<file path="config.mk">
export PLATFORM = sky130hd
export DESIGN_NAME = eth_rx_link_ctrl
export DESIGN_NICKNAME = d
export VERILOG_FILES = /design/src/rtl/eth_pkg.sv /design/src/rtl/eth_ber_monitor.sv /design/src/rtl/eth_rx_link_ctrl.sv
export SDC_FILE = /design/constraint.sdc
export NUM_CORES = 1
export LEC_CHECK = 0
export ABC_AREA = 1
export BUFFER_PORTS_ARGS = -buffer_cell sky130_fd_sc_hd__buf_2
export CELL_PAD_IN_SITES_DETAIL_PLACEMENT = 0
export CELL_PAD_IN_SITES_GLOBAL_PLACEMENT = 1
export CORE_UTILIZATION = 49
export DETAILED_ROUTE_END_ITERATION = 10
export GPL_TIMING_DRIVEN = 0
export PLACE_DENSITY = 0.82
export REMOVE_ABC_BUFFERS = 1
export SYNTH_ARGS = -nofsm -noshare
export SYNTH_HDL_FRONTEND = slang
export SYNTH_SLANG_ARGS = --single-unit
export TNS_END_PERCENT = 30
</file>
<file path="constraint.sdc">
create_clock -name i_clk -period 4.5 [get_ports i_clk]
set_input_delay 0 -clock i_clk [delete_from_list [all_inputs] [get_ports i_clk]]
set_output_delay 0 -clock i_clk [all_outputs]
set_load 0.005 [all_outputs]
</file>
<file path="src/rtl/eth_pkg.sv">
// ============================================================================
// eth_pkg : shared types and sync-header helpers for the 10GBASE-R RX path
// Rev 1.0
// ============================================================================
`default_nettype none

package eth_pkg;

    typedef enum logic [1:0] {
        GT_RESET = 2'd0,
        WAIT_GT  = 2'd1,
        ALIGN    = 2'd2,
        LOCKED   = 2'd3
    } rx_link_state_t;

    localparam logic [1:0] SYNC_DATA = 2'b01;
    localparam logic [1:0] SYNC_CTRL = 2'b10;

    function automatic logic is_valid_sync(input logic [1:0] header);
        return (header == SYNC_DATA) || (header == SYNC_CTRL);
    endfunction

endpackage

`default_nettype wire

</file>
<file path="src/rtl/eth_ber_monitor.sv">
// ============================================================================
// eth_ber_monitor : windowed invalid-sync-header counter with hi_ber flag
// Rev 1.0
// ============================================================================
`default_nettype none

module eth_ber_monitor
    import eth_pkg::*;
#(
    parameter int BER_WINDOW_CYCLES  = 19531,
    parameter int BER_THRESHOLD      = 16,
    parameter int HI_BER_MAX_WINDOWS = 8
) (
    input  logic       i_clk,
    input  logic       i_rst_n,
    input  logic       i_en,
    input  logic [1:0] i_header,
    input  logic       i_header_valid,
    output logic       o_hi_ber,
    output logic       o_bad_max
);

    localparam int c_win_w = $clog2(BER_WINDOW_CYCLES + 1);
    localparam int c_inv_w = $clog2(BER_THRESHOLD + 1);
    localparam int c_bad_w = $clog2(HI_BER_MAX_WINDOWS + 1);
    localparam logic [c_win_w-1:0] c_win_last = c_win_w'(BER_WINDOW_CYCLES - 1);
    localparam logic [c_inv_w-1:0] c_thr      = c_inv_w'(BER_THRESHOLD);
    localparam logic [c_bad_w-1:0] c_bad_max  = c_bad_w'(HI_BER_MAX_WINDOWS);

    logic [c_win_w-1:0] r_win_cnt;
    logic [c_inv_w-1:0] r_inv_cnt;
    logic [c_bad_w-1:0] r_bad_cnt;
    logic               r_hi_ber;
    logic [c_inv_w-1:0] w_inv_next;
    logic               w_invalid;
    logic               w_win_end;

    // w_inv_next includes the current header so a window-end header still counts
    always_comb begin
        w_invalid  = i_header_valid && !is_valid_sync(i_header);
        w_win_end  = (r_win_cnt == c_win_last);
        w_inv_next = r_inv_cnt;
        if (w_invalid && (r_inv_cnt < c_thr)) begin
            w_inv_next = r_inv_cnt + c_inv_w'(1);
        end
    end

    always_ff @(posedge i_clk or negedge i_rst_n) begin
        if (!i_rst_n) begin
            r_win_cnt <= '0;
            r_inv_cnt <= '0;
            r_bad_cnt <= '0;
            r_hi_ber  <= 1'b0;
        end else if (!i_en) begin
            r_win_cnt <= '0;
            r_inv_cnt <= '0;
            r_bad_cnt <= '0;
            r_hi_ber  <= 1'b0;
        end else if (w_win_end) begin
            r_win_cnt <= '0;
            r_inv_cnt <= '0;
            if (w_inv_next < c_thr) begin
                r_hi_ber  <= 1'b0;
                r_bad_cnt <= '0;
            end else begin
                r_hi_ber <= 1'b1;
                if (r_bad_cnt < c_bad_max) begin
                    r_bad_cnt <= r_bad_cnt + c_bad_w'(1);
                end
            end
        end else begin
            r_win_cnt <= r_win_cnt + c_win_w'(1);
            r_inv_cnt <= w_inv_next;
            if (w_inv_next == c_thr) begin
                r_hi_ber <= 1'b1;
            end
        end
    end

    assign o_hi_ber  = r_hi_ber;
    assign o_bad_max = (r_bad_cnt == c_bad_max);

endmodule

`default_nettype wire

</file>
<file path="src/rtl/eth_rx_link_ctrl.sv">
// ============================================================================
// eth_rx_link_ctrl : 10GBASE-R RX bring-up sequencer, BER supervision, link_up
// Optional stats ports with ETH_RX_LINK_CTRL_STATS_EN.  Rev 1.0
// ============================================================================
`default_nettype none

module eth_rx_link_ctrl
    import eth_pkg::*;
#(
    parameter int GT_RESET_CYCLES     = 64,
    parameter int LOCK_TIMEOUT_CYCLES = 1_000_000,
    parameter int BER_WINDOW_CYCLES   = 19531,
    parameter int BER_THRESHOLD       = 16,
    parameter int HI_BER_MAX_WINDOWS  = 8
) (
    input  logic        i_clk,
    input  logic        i_rst_n,
    input  logic        i_gt_rx_reset_done,
    input  logic        i_block_lock,
    input  logic [1:0]  i_header,
    input  logic        i_header_valid,
    output logic        o_gt_rx_reset,
    output logic        o_align_rst_n,
    output logic        o_hi_ber,
    output logic        o_link_up,
`ifdef ETH_RX_LINK_CTRL_STATS_EN
    output logic [15:0] o_lock_loss_count,
    output logic [15:0] o_hi_ber_count,
`endif
    output logic [7:0]  o_retry_count
);

    localparam int c_gt_w = $clog2(GT_RESET_CYCLES + 1);
    localparam int c_to_w = $clog2(LOCK_TIMEOUT_CYCLES + 1);
    localparam logic [c_gt_w-1:0] c_gt_last = c_gt_w'(GT_RESET_CYCLES - 1);
    localparam logic [c_to_w-1:0] c_to_last = c_to_w'(LOCK_TIMEOUT_CYCLES - 1);

    rx_link_state_t     r_state;
    logic [c_gt_w-1:0]  r_gt_cnt;
    logic [c_to_w-1:0]  r_to_cnt;
    logic               r_gt_rx_reset;
    logic               r_align_rst_n;
    logic               r_link_up;
    logic [7:0]         r_retry_cnt;
    logic               w_hi_ber;
    logic               w_bad_max;
    logic               w_ber_en;

    // Monitor runs only on cycles that stay in LOCKED, so any exit or entry clears it
    assign w_ber_en = (r_state == LOCKED) && i_gt_rx_reset_done && i_block_lock && !w_bad_max;

    eth_ber_monitor #(
        .BER_WINDOW_CYCLES  (BER_WINDOW_CYCLES),
        .BER_THRESHOLD      (BER_THRESHOLD),
        .HI_BER_MAX_WINDOWS (HI_BER_MAX_WINDOWS)
    ) u_ber (
        .i_clk          (i_clk),
        .i_rst_n        (i_rst_n),
        .i_en           (w_ber_en),
        .i_header       (i_header),
        .i_header_valid (i_header_valid),
        .o_hi_ber       (w_hi_ber),
        .o_bad_max      (w_bad_max)
    );

    always_ff @(posedge i_clk or negedge i_rst_n) begin
        if (!i_rst_n) begin
            r_state       <= GT_RESET;
            r_gt_cnt      <= '0;
            r_to_cnt      <= '0;
            r_gt_rx_reset <= 1'b1;
            r_align_rst_n <= 1'b0;
            r_link_up     <= 1'b0;
            r_retry_cnt   <= '0;
        end else begin
            r_link_up <= (r_state == LOCKED) && !w_hi_ber;
            case (r_state)
                GT_RESET: begin
                    if (r_gt_cnt == c_gt_last) begin
                        r_state       <= WAIT_GT;
                        r_gt_cnt      <= '0;
                        r_gt_rx_reset <= 1'b0;
                    end else begin
                        r_gt_cnt <= r_gt_cnt + c_gt_w'(1);
                    end
                end
                WAIT_GT: begin
                    if (i_gt_rx_reset_done) begin
                        r_state       <= ALIGN;
                        r_to_cnt      <= '0;
                        r_align_rst_n <= 1'b1;
                    end
                end
                ALIGN: begin
                    if (!i_gt_rx_reset_done) begin
                        r_state       <= GT_RESET;
                        r_gt_rx_reset <= 1'b1;
                        r_align_rst_n <= 1'b0;
                    end else if (i_block_lock) begin
                        r_state <= LOCKED;
                    end else if (r_to_cnt == c_to_last) begin
                        r_state       <= GT_RESET;
                        r_gt_rx_reset <= 1'b1;
                        r_align_rst_n <= 1'b0;
                        if (r_retry_cnt != 8'hFF) r_retry_cnt <= r_retry_cnt + 8'd1;
                    end else begin
                        r_to_cnt <= r_to_cnt + c_to_w'(1);
                    end
                end
                LOCKED: begin
                    if (!i_gt_rx_reset_done) begin
                        r_state       <= GT_RESET;
                        r_gt_rx_reset <= 1'b1;
                        r_align_rst_n <= 1'b0;
                    end else if (!i_block_lock) begin
                        r_state  <= ALIGN;
                        r_to_cnt <= '0;
                    end else if (w_bad_max) begin
                        r_state       <= GT_RESET;
                        r_gt_rx_reset <= 1'b1;
                        r_align_rst_n <= 1'b0;
                        if (r_retry_cnt != 8'hFF) r_retry_cnt <= r_retry_cnt + 8'd1;
                    end
                end
                default: r_state <= GT_RESET;
            endcase
        end
    end

    assign o_gt_rx_reset = r_gt_rx_reset;
    assign o_align_rst_n = r_align_rst_n;
    assign o_hi_ber      = w_hi_ber;
    assign o_link_up     = r_link_up;
    assign o_retry_count = r_retry_cnt;

`ifdef ETH_RX_LINK_CTRL_STATS_EN
    logic [15:0] r_lock_loss_cnt;
    logic [15:0] r_hi_ber_cnt;
    logic        r_hi_ber_d;

    always_ff @(posedge i_clk or negedge i_rst_n) begin
        if (!i_rst_n) begin
            r_lock_loss_cnt <= '0;
            r_hi_ber_cnt    <= '0;
            r_hi_ber_d      <= 1'b0;
        end else begin
            r_hi_ber_d <= w_hi_ber;
            if (w_hi_ber && !r_hi_ber_d && (r_hi_ber_cnt != 16'hFFFF)) begin
                r_hi_ber_cnt <= r_hi_ber_cnt + 16'd1;
            end
            if ((r_state == LOCKED) && i_gt_rx_reset_done && !i_block_lock
                    && (r_lock_loss_cnt != 16'hFFFF)) begin
                r_lock_loss_cnt <= r_lock_loss_cnt + 16'd1;
            end
        end
    end

    assign o_lock_loss_count = r_lock_loss_cnt;
    assign o_hi_ber_count    = r_hi_ber_cnt;
`endif

endmodule

`default_nettype wire
</file>
==> run metrics, run 1 <==
routed len/inst ~12 um; Hold Crit Class primary input to flop; largest net degree at the start of global routing 66; initial antenna violation count 0; # setup viols final 0; Max-cap violations 0; global route total overflow 0; fin crit period approximately 2800 ps; Post-Syn Instances roughly 520; post-synthesis sequential area ratio 0.417; Adder-Cell Fraction of Synth Area 0.0385; Commonest cells post-synth nand2_1, nor2_1, dfrtp_1; Top Usage Layer GRT met2; Worst Tran Pin Value 840 ps; Worst Slack Setup Final around 1700 ps; dpl hpwl approximately 5600 um; Crit Path Class flop to flop; Setup TNS Final 0 ps; CTS H-tree lvls 3; Area contributors post-synth dfrtp_1, nand2_1, nor2_1; Die Ht roughly 91 um; Root Buffer clkbuf_8; mux share of post-synthesis cell area 0; Synth Area in Simple Gates 0.338; GRT Overall Usage 0.212; met2 usage 0.336; WP data required about 4700 ps; layout cells sized above 1 0.103; DRT iter0 DRCs around 130; area of the multi-input gates approximately 2000 um2; input/output buffers 18; ys async rst share 1.00; # diodes 0; Die Width between 90 and 100 um; Slew HR 0.440; CTS tree done; library cells used by synthesis 33; vias post-DR about 3,300; top-count cell post-synth nand2_1; crit path launch r_state[0]; syn_area_per_cell 7.46 um2; min-delay src i_header[0]; CTS sink cnt 65; met1 GRT Util 0.294; drt first pass iters 4; CTS Buffer Depth 2; post-synthesis compound-gate area fraction 0.0754; Ys Warns 0; Arr. time, crit path around 3100 ps; fraction of synthesized cell area in xor and xnor cells 0.0629; vias in the first global route between 3,000 and 4,000; Setup crit end kind flop; Post-synth EDFFs 0; largest family of logic cells by synthesized area simple AND/OR/NAND/NOR gates; dpl ws ~1700 ps; worst reg2reg startpoint r_state[0]; Pwr Total approximately 1.8 mW; Mapped Area about 4000 um2; Final Hold Violating Endpoints 0; P_leak between 1.5 and 2 nW; synthesized flop and latch total 65; Final #Nets roughly 570; Max Clock Freq around 360 MHz; fin. max-slew vios 0; area leader, netlist dfrtp_1; power density over cell area about 420 nW/um2; GR met3 Demand/Resource 0.0360; detail-routed via count per cell 5.00; RSZ-0062 raised after global routing false; Period Utilization, post-route 0.625; post-route antenna net violation count 0; Top Ports 19; core area about 7700 um2; worst skew pair latency 340 ps; fillers 756; Synth top area share 0.411; Setup crit start kind flop; skew final roughly 11 ps; status completed; Clk pin slew, worst setup/hold paths around 80 ps; post-route cell area roughly 4300 um2; initial core utilization 0.505; first-pass GRT wire length between 10,000 and 15,000 um; Remaining DRCs 0; Num CTS Buffers 9; ys flop type dfrtp_1; highest net fanout along the worst path 22; WL final a little under 8000 um; VDD IR max roughly 0.00029 V; dpl cell area 4070 um2; GP Congestion 0.820; Die ar. between 8000 and 9000 um2; Rows 32; Register Area ~1600 um2; Layout Area Growth over Synthesis 10.5%
critical path, stage by stage (launching register included):
cell,delay [ps]
dfrtp_1,430
inv_1,100
ha_1,590
inv_2,330
nand2_4,190
o21ai_2,80
a21oi_4,180
nand2_1,70
nand2_1,520
nand3_1,120
o21ai_0,110
routing by layer:
layer | share of wire | up-vias | wire length, um
met1 | 0.53 | 1500 | 4160
met5 | 0 | - | 0
li1 | - | 1721 | -
met2 | 0.44 | 37 | 3470
met3 | 0.021 | 9 | 165
met4 | 0.013 | 0 | 102
metrics by stage:
step,std cells,hold slack [ps],utilization
2_1_floorplan,516,-296,-
3_3_place_gp,636,338,0.527
3_5_place_dp,636,162,0.527
4_1_cts,654,93.3,0.558
5_1_grt,654,153,0.558
6_report,654,109,0.558
sequential cells by signal (all words and copies together), names as in the netlist:
signal           flops
r_to_cnt            20
o_retry_count        8
o_link_up            1
r_state              2
r_gt_cnt             7
u_ber.r_bad_cnt      4
u_ber.r_win_cnt     15
u_ber.r_inv_cnt      5
u_ber.o_hi_ber       1
o_gt_rx_reset        1
o_align_rst_n        1
kinds of logic after synthesis:
kind of cell | after synthesis
simple gates | 307
fa+ha+maj | 12
flops | 65
compound gates | 47
buf+inv | 64
xor+xnor | 28
timing repair:
item,CTS,global route
endpoints found under the hold margin,65,0
hold buffers,2,0
resized for setup,0,0
buffers inserted,0,0
power by group:
group	switching, mW	internal, mW
Sequential	0.0704	0.661
Combinational	0.360	0.182
Clock	0.240	0.314
Total	0.671	1.16
area by class of cell:
class | instances | area share
Timing Repair Buffer | 20 | 0.0261
Inverter | 57 | 0.0496
Multi-Input combinational cell | 394 | 0.466
Sequential cell | 65 | 0.378
Tap cell | 102 | 0.0296
Clock buffer | 10 | 0.0296
Clock inverter | 6 | 0.0215
layout by cell type (no fill, tap or decap), types with 3 or more instances in the layout:
cell type / n
dfrtp_1: 64
o21ai_1: 9
o21ai_0: 11
nand3_1: 47
nor3b_1: 4
nand2_1: 147
a21oi_1: 15
nand3_2: 3
ha_1: 12
inv_1: 55
o21ai_2: 8
xor2_1: 19
nor2_1: 75
nand4_1: 11
nor3_1: 10
clkbuf_8: 9
buf_2: 17
xnor2_1: 9
path summary, 6_finish.rpt:
kind / to / slack [ps] / cells past startpoint
max in group asynchronous: r_to_cnt[3] / 3640 / 2
min reg2reg: o_gt_rx_reset / 470 / 2
max reg2reg: r_to_cnt[0] / 1690 / 10
max: r_to_cnt[0] / 1690 / 10
min in group asynchronous: u_ber.r_win_cnt[2] / 290 / 2
min: u_ber.r_inv_cnt[1] / 110 / 5
Note: power is estimated with default switching activity, not from simulation.
==> inputs of run 2 (changes only) <==
--- a/config.mk
+++ b/config.mk
@@ -9,10 +9,10 @@
 export BUFFER_PORTS_ARGS = -buffer_cell sky130_fd_sc_hd__buf_2
 export CELL_PAD_IN_SITES_DETAIL_PLACEMENT = 0
 export CELL_PAD_IN_SITES_GLOBAL_PLACEMENT = 1
-export CORE_UTILIZATION = 49
+export CORE_UTILIZATION = 41
 export DETAILED_ROUTE_END_ITERATION = 10
 export GPL_TIMING_DRIVEN = 0
-export PLACE_DENSITY = 0.82
+export PLACE_DENSITY = 0.73
 export REMOVE_ABC_BUFFERS = 1
 export SYNTH_ARGS = -nofsm -noshare
 export SYNTH_HDL_FRONTEND = slang
==> constraint.sdc (replaced) <==
create_clock -name i_clk -period 2.4 [get_ports i_clk]
set_input_delay 0 -clock i_clk [delete_from_list [all_inputs] [get_ports i_clk]]
set_output_delay 0 -clock i_clk [all_outputs]
set_load 0.005 [all_outputs]
==> run 2 against run 1 <==
  * First-iteration DRC count is 22% lower
  * Register-to-register slack worse by 1500 ps
  * Design area is 1.1% higher
  * Clock skew is 5.7 ps higher
  * Largest power group unchanged
  * Fmax is 30% higher
  * Largest cell class unchanged
  * Worst hold slack worse by 7.3 ps
  * Clock power is 74% higher
  * Die area is 19% higher
  * Non-clock buffer count stayed put
  * Routed wire length is 3.9% higher
  * Sequential power is 89% higher
==> run metrics, run 2 (synthesis results as in run 1) <==
Worst Tran Pin Value 850 ps (was 840 ps); WP data required 2650 ps (was 4740 ps); area of the multi-input gates 2040 um2 (was 2010 um2); RSZ-0062 raised after global routing false (unchanged); input/output buffers 18 (unchanged); highest net fanout along the worst path 22 (unchanged); # diodes 0 (unchanged); Die Width 99.5 um (was 91.2 um); Rows 35 (was 32); VDD IR max 0.000411 V (was 0.000292 V); Setup TNS Final 0 ps (unchanged); DRT iter0 DRCs 98 (was 126); CTS H-tree lvls 3 (unchanged); Max-cap violations 0 (unchanged); initial antenna violation count 0 (unchanged); Largest Register r_to_cnt (unchanged); power density over cell area 778 nW/um2 (was 424 nW/um2); largest net degree at the start of global routing 66 (unchanged); CTS tree done (unchanged); Setup crit start kind flop (unchanged); Setup crit end kind flop (unchanged); Slew HR 0.433 (was 0.440); Layout Area Growth over Synthesis 11.7% (was 10.5%); dpl hpwl 5840 um (was 5580 um); Num CTS Buffers 9 (unchanged); Clk pin slew, worst setup/hold paths 70 ps (was 80 ps); post-route antenna net violation count 0 (unchanged); # setup viols final 0 (unchanged); fin. max-slew vios 0 (unchanged); Max Clock Freq 462 MHz (was 356 MHz); vias in the first global route 3,048 (was 3,105); commonest non-fill, non-tap cell in the layout nand2_1 (unchanged); Remaining DRCs 0 (unchanged); Final Hold Violating Endpoints 0 (unchanged); Routed met1 length 4230 um (was 4160 um); status completed (unchanged); Arr. time, crit path 2410 ps (was 3050 ps); drt first pass iters 5 (was 4); skew final 16.6 ps (was 10.9 ps); routed len/inst 12.0 um (was 12.1 um); Final Non-Filler Cells 681 (was 654); worst skew pair latency 340 ps (about the same); metal3 WL 181 um (was 165 um); GP Congestion 0.804 (was 0.820); Crit Path Class flop to flop (unchanged); Die ar. 9910 um2 (was 8320 um2); Root Buffer clkbuf_8 (unchanged); max layer used met4 (unchanged); CTS Buffer Depth 2 (unchanged); detail-routed via count per cell 4.77 (was 5.00); WL final 8210 um (was 7900 um); fillers 943 (was 756); P_leak 1.93 nW (was 1.92 nW); max reg flops 20 (unchanged); most frequent cells in the layout nand2_1, nor2_1, dfrtp_1 (unchanged); vias post-DR 3,251 (was 3,267); Final #Nets 566 (unchanged); first-pass GRT wire length 14,500 um (was 14,200 um); detailed-routed wire length on met2 3730 um (was 3470 um); Die Ht 99.5 um (was 91.2 um); GRT Overall Usage 0.186 (was 0.212); Period Utilization, post-route 0.901 (was 0.625); Hold Crit Class primary input to flop (unchanged); Top Ports 19 (unchanged); layout cells sized above 1 0.109 (was 0.103); fin crit period 2160 ps (was 2810 ps); Post-Place Cells 663 (was 636); core area 9240 um2 (was 7730 um2); CTS sink cnt 65 (unchanged); initial core utilization 0.422 (was 0.505); global route total overflow 0 (unchanged); Register Area 1630 um2 (unchanged)
[run 2: routing by layer]
| metal | GRT usage | vias to the layer above |
|---|---|---|
| met5 | 0 | - |
| li1 | - | 1718 |
| met3 | 0.0387 | 4 |
| met1 | 0.259 | 1501 |
| met4 | 0.0645 | 0 |
| met2 | 0.287 | 28 |
[run 2: area by class of cell]
class                      instances  share of cell area
sequential                        65               0.374
timing repair buffer              20              0.0258
clock inverter                     5              0.0123
multi-input combinational        394               0.467
inverter                          57              0.0491
tap                              129              0.0370
clock buffer                      11              0.0347
[run 2: path summary, 6_finish.rpt]
| path | from | to | slack (ps) | depth (start not counted) |
|---|---|---|---|---|
| worst max-delay path | r_state[0] | r_to_cnt[5] | 240 | 10 |
| max in group asynchronous | i_rst_n | r_to_cnt[19] | 1530 | 2 |
| min in group asynchronous | i_rst_n | u_ber.r_win_cnt[4] | 300 | 2 |
| worst min register to register | o_gt_rx_reset | o_gt_rx_reset | 460 | 2 |
| worst min-delay path | i_header[0] | u_ber.r_inv_cnt[0] | 100 | 6 |
| worst max register to register | r_state[0] | r_to_cnt[5] | 240 | 10 |
[run 2: power by group]
| part | internal, mW | switching, mW |
|---|---|---|
| registers | 1.24 | 0.136 |
| clock network | 0.533 | 0.433 |
| logic | 0.360 | 0.690 |
| total | 2.13 | 1.26 |
[run 2: what timing repair did]
item,4_1_cts,5_1_grt
buffers inserted,0,0
hold endpoints to repair,65,0
hold buffers,2,0
resized for setup,3,2
setup endpoints to repair,22,5
[run 2: worst max-delay path: stages (launching register included)]
cell     delay, ps
dfrtp_1        430
inv_1          140
ha_4           270
inv_2          200
nand2_4        150
o21ai_2         70
a21oi_4        170
nand2_1         90
nand2_2        330
nand3_1        120
o21ai_0         90
[run 2: metrics by stage]
stage	utilization	total power, mW	hold slack, ps	cell area (um2)	worst slack [ps]
final	0.472	3.39	102	4360	237
after global placement	0.444	2.40	346	4100	-396
after detailed placement	0.444	2.42	178	4110	-443
after CTS	0.470	3.44	80.9	4350	155
after floorplan	-	2.12	-296	3850	270
after global routing	0.472	3.66	125	4360	7.02
==> inputs of run 3 (changes only) <==
==> constraint.sdc (replaced) <==
create_clock -name i_clk -period 1.95 [get_ports i_clk]
set_input_delay 0 -clock i_clk [delete_from_list [all_inputs] [get_ports i_clk]]
set_output_delay 0 -clock i_clk [all_outputs]
set_load 0.005 [all_outputs]
==> run 3 against run 2 <==
  * Routed wire length grew 2.2%
  * Design area is 2.9% higher
  * Die area unchanged
  * Cell count grew 1.3%
  * Sequential power increased by 23%
  * Via count rose by 0.49%
  * Worst hold slack got worse by 29 ps
  * Total power grew 28%
  * First-iteration DRC count is 23% higher
  * Global-route usage hardly changed
  * Critical path depth unchanged
  * Non-clock buffer count up 8
  * Critical path type unchanged
  * Largest cell class unchanged
==> run metrics, run 3 (synthesis results as in run 1) <==
Max-cap violations 0 (unchanged); RSZ-0062 raised after global routing false (unchanged); status completed (unchanged); Pwr Total 4.34 mW (was 3.39 mW); P_leak 1.98 nW (was 1.93 nW); VDD IR max 0.000598 V (was 0.000411 V); GRT Overall Usage 0.186 (about the same); CP Buf/Inv Count 2 (unchanged); routed len/inst 12.2 um (was 12.0 um); WP data required 2180 ps (was 2650 ps); Root Buffer clkbuf_8 (unchanged); Top Ports 19 (unchanged); worst skew pair latency 350 ps (was 340 ps); commonest non-fill, non-tap cell in the layout nand2_1 (unchanged); Crit Path Class flop to flop (unchanged); CTS sink cnt 65 (unchanged); input/output buffers 18 (unchanged); initial core utilization 0.422 (unchanged); power density over cell area 968 nW/um2 (was 778 nW/um2); Hold Crit Class primary input to flop (unchanged); most frequent cells in the layout nand2_1, nor2_1, dfrtp_1 (unchanged); layout cells sized above 1 0.139 (was 0.109); Largest Register r_to_cnt (unchanged); Final Hold Violating Endpoints 0 (unchanged); CTS Buffer Depth 2 (unchanged); dpl ws -893 ps (was -443 ps); dpl hpwl 5840 um (unchanged); global route total overflow 0 (unchanged); Post-Place Cells 663 (unchanged); largest net degree at the start of global routing 66 (unchanged); worst-path cell chain ha_2, inv_1, nand2_4, inv_2, a21oi_2, o21ai_1, nor2_2, nand3_4, nand2_1, o21ai_2 (was inv_1, ha_4, inv_2, nand2_4, o21ai_2, a21oi_4, nand2_1, nand2_2, nand3_1, o21ai_0); Slew HR 0.430 (was 0.433); Num CTS Buffers 9 (unchanged); Period Utilization, post-route 0.952 (was 0.901); slowest CP cell dfrtp_2 (was dfrtp_1); Final Non-Filler Cells 690 (was 681); Max Clock Freq 539 MHz (was 462 MHz); Die Ht 99.5 um (unchanged); Setup crit end kind flop (unchanged); first-pass GRT wire length 14,500 um (about the same); post-route antenna net violation count 0 (unchanged); fin. max-slew vios 0 (unchanged); Remaining DRCs 0 (unchanged); Arr. time, crit path 2090 ps (was 2410 ps); Worst Slack Setup Final 93.8 ps (was 237 ps); Layout Area Growth over Synthesis 14.9% (was 11.7%); vias in the first global route 3,064 (was 3,048); CP delay by family, top simple AND/OR/NAND/NOR gates (unchanged); drt first pass iters 4 (was 5); max reg flops 20 (unchanged); # setup viols final 0 (unchanged); Die ar. 9910 um2 (unchanged); CTS tree done (unchanged); Register Area 1630 um2 (about the same); DRT iter0 DRCs 121 (was 98); area of the multi-input gates 2080 um2 (was 2040 um2); Final #Nets 575 (was 566); fin crit period 1860 ps (was 2160 ps); detail-routed via count per cell 4.73 (was 4.77); initial antenna violation count 0 (unchanged); Rows 35 (unchanged); Worst Tran Pin Value 855 ps (was 850 ps); Clk pin slew, worst setup/hold paths 70 ps (about the same); WL final 8380 um (was 8210 um); CP peak stage delay 420 ps (was 430 ps); fillers 929 (was 943); CTS H-tree lvls 3 (unchanged); Die Width 99.5 um (unchanged); core area 9240 um2 (unchanged); # diodes 0 (unchanged); GP Congestion 0.804 (unchanged); Setup crit start kind flop (unchanged); highest net fanout along the worst path 8 (was 22); vias post-DR 3,267 (was 3,251); skew final 15.5 ps (was 16.6 ps)
-- run 3: cell types whose count changed in the layout (fill, tap and decap cells not counted), sizes merged --
cell and change:
nand3 +1, buf +8
-- run 3: final timing paths --
path / start / endpoint / slack (ps) / cells past startpoint
max: r_state[1] / o_retry_count[7] / 90 / 10
min: i_block_lock / r_to_cnt[19] / 70 / 4
max reg2reg: r_state[1] / o_retry_count[7] / 90 / 10
min reg2reg: o_gt_rx_reset / o_gt_rx_reset / 460 / 2
max in group asynchronous: i_rst_n / r_state[0] / 1030 / 2
min in group asynchronous: i_rst_n / u_ber.r_win_cnt[4] / 300 / 2
-- run 3: power breakdown --
group | switching (mW) | internal [mW] | total, mW
Combinational | 0.917 | 0.531 | 1.45
Sequential | 0.169 | 1.53 | 1.70
Clock | 0.538 | 0.656 | 1.19
Total | 1.62 | 2.72 | 4.34
-- run 3: area by class of cell --
type                    instances  share of cell area
inverters                      57              0.0483
multi-input cells             395               0.465
well taps                     129              0.0360
flip-flops and latches         65               0.364
repair buffers                 28              0.0413
clock inverters                 5              0.0120
clock buffers                  11              0.0338
-- run 3: per-layer routing --
metal,wire [um],GRT usage,vias up
li1,-,-,1740
met1,4360,0.260,1495
met2,3770,0.287,26
met3,167,0.0387,6
met4,85,0.0645,0
met5,0,0,-
-- run 3: per-stage QoR --
stage | area (um2) | utilization | hold WS, ps | setup TNS, ps
CTS | 4400 | 0.477 | 63.8 | 0
detailed placement | 4110 | 0.444 | 178 | -21650
floorplan | 3850 | - | -296 | -3130
global placement | 4100 | 0.444 | 346 | -21160
finish | 4480 | 0.485 | 72.6 | 0
global route | 4480 | 0.485 | 97.8 | 0
-- run 3: worst min-delay path: stages --
cell and delay [ps]:
buf_2 130, a21oi_4 80, o21ai_4 80, o21ai_0 80
-- run 3: repair_timing --
item / in CTS / in global routing
cloned: 0 / 1
buffers inserted: 3 / 5
hold buffers: 2 / 0
endpoints found under the hold margin: 65 / 0
pin swaps: 1 / 2
endpoints found under the setup margin: 38 / 34
resized for setup: 8 / 11
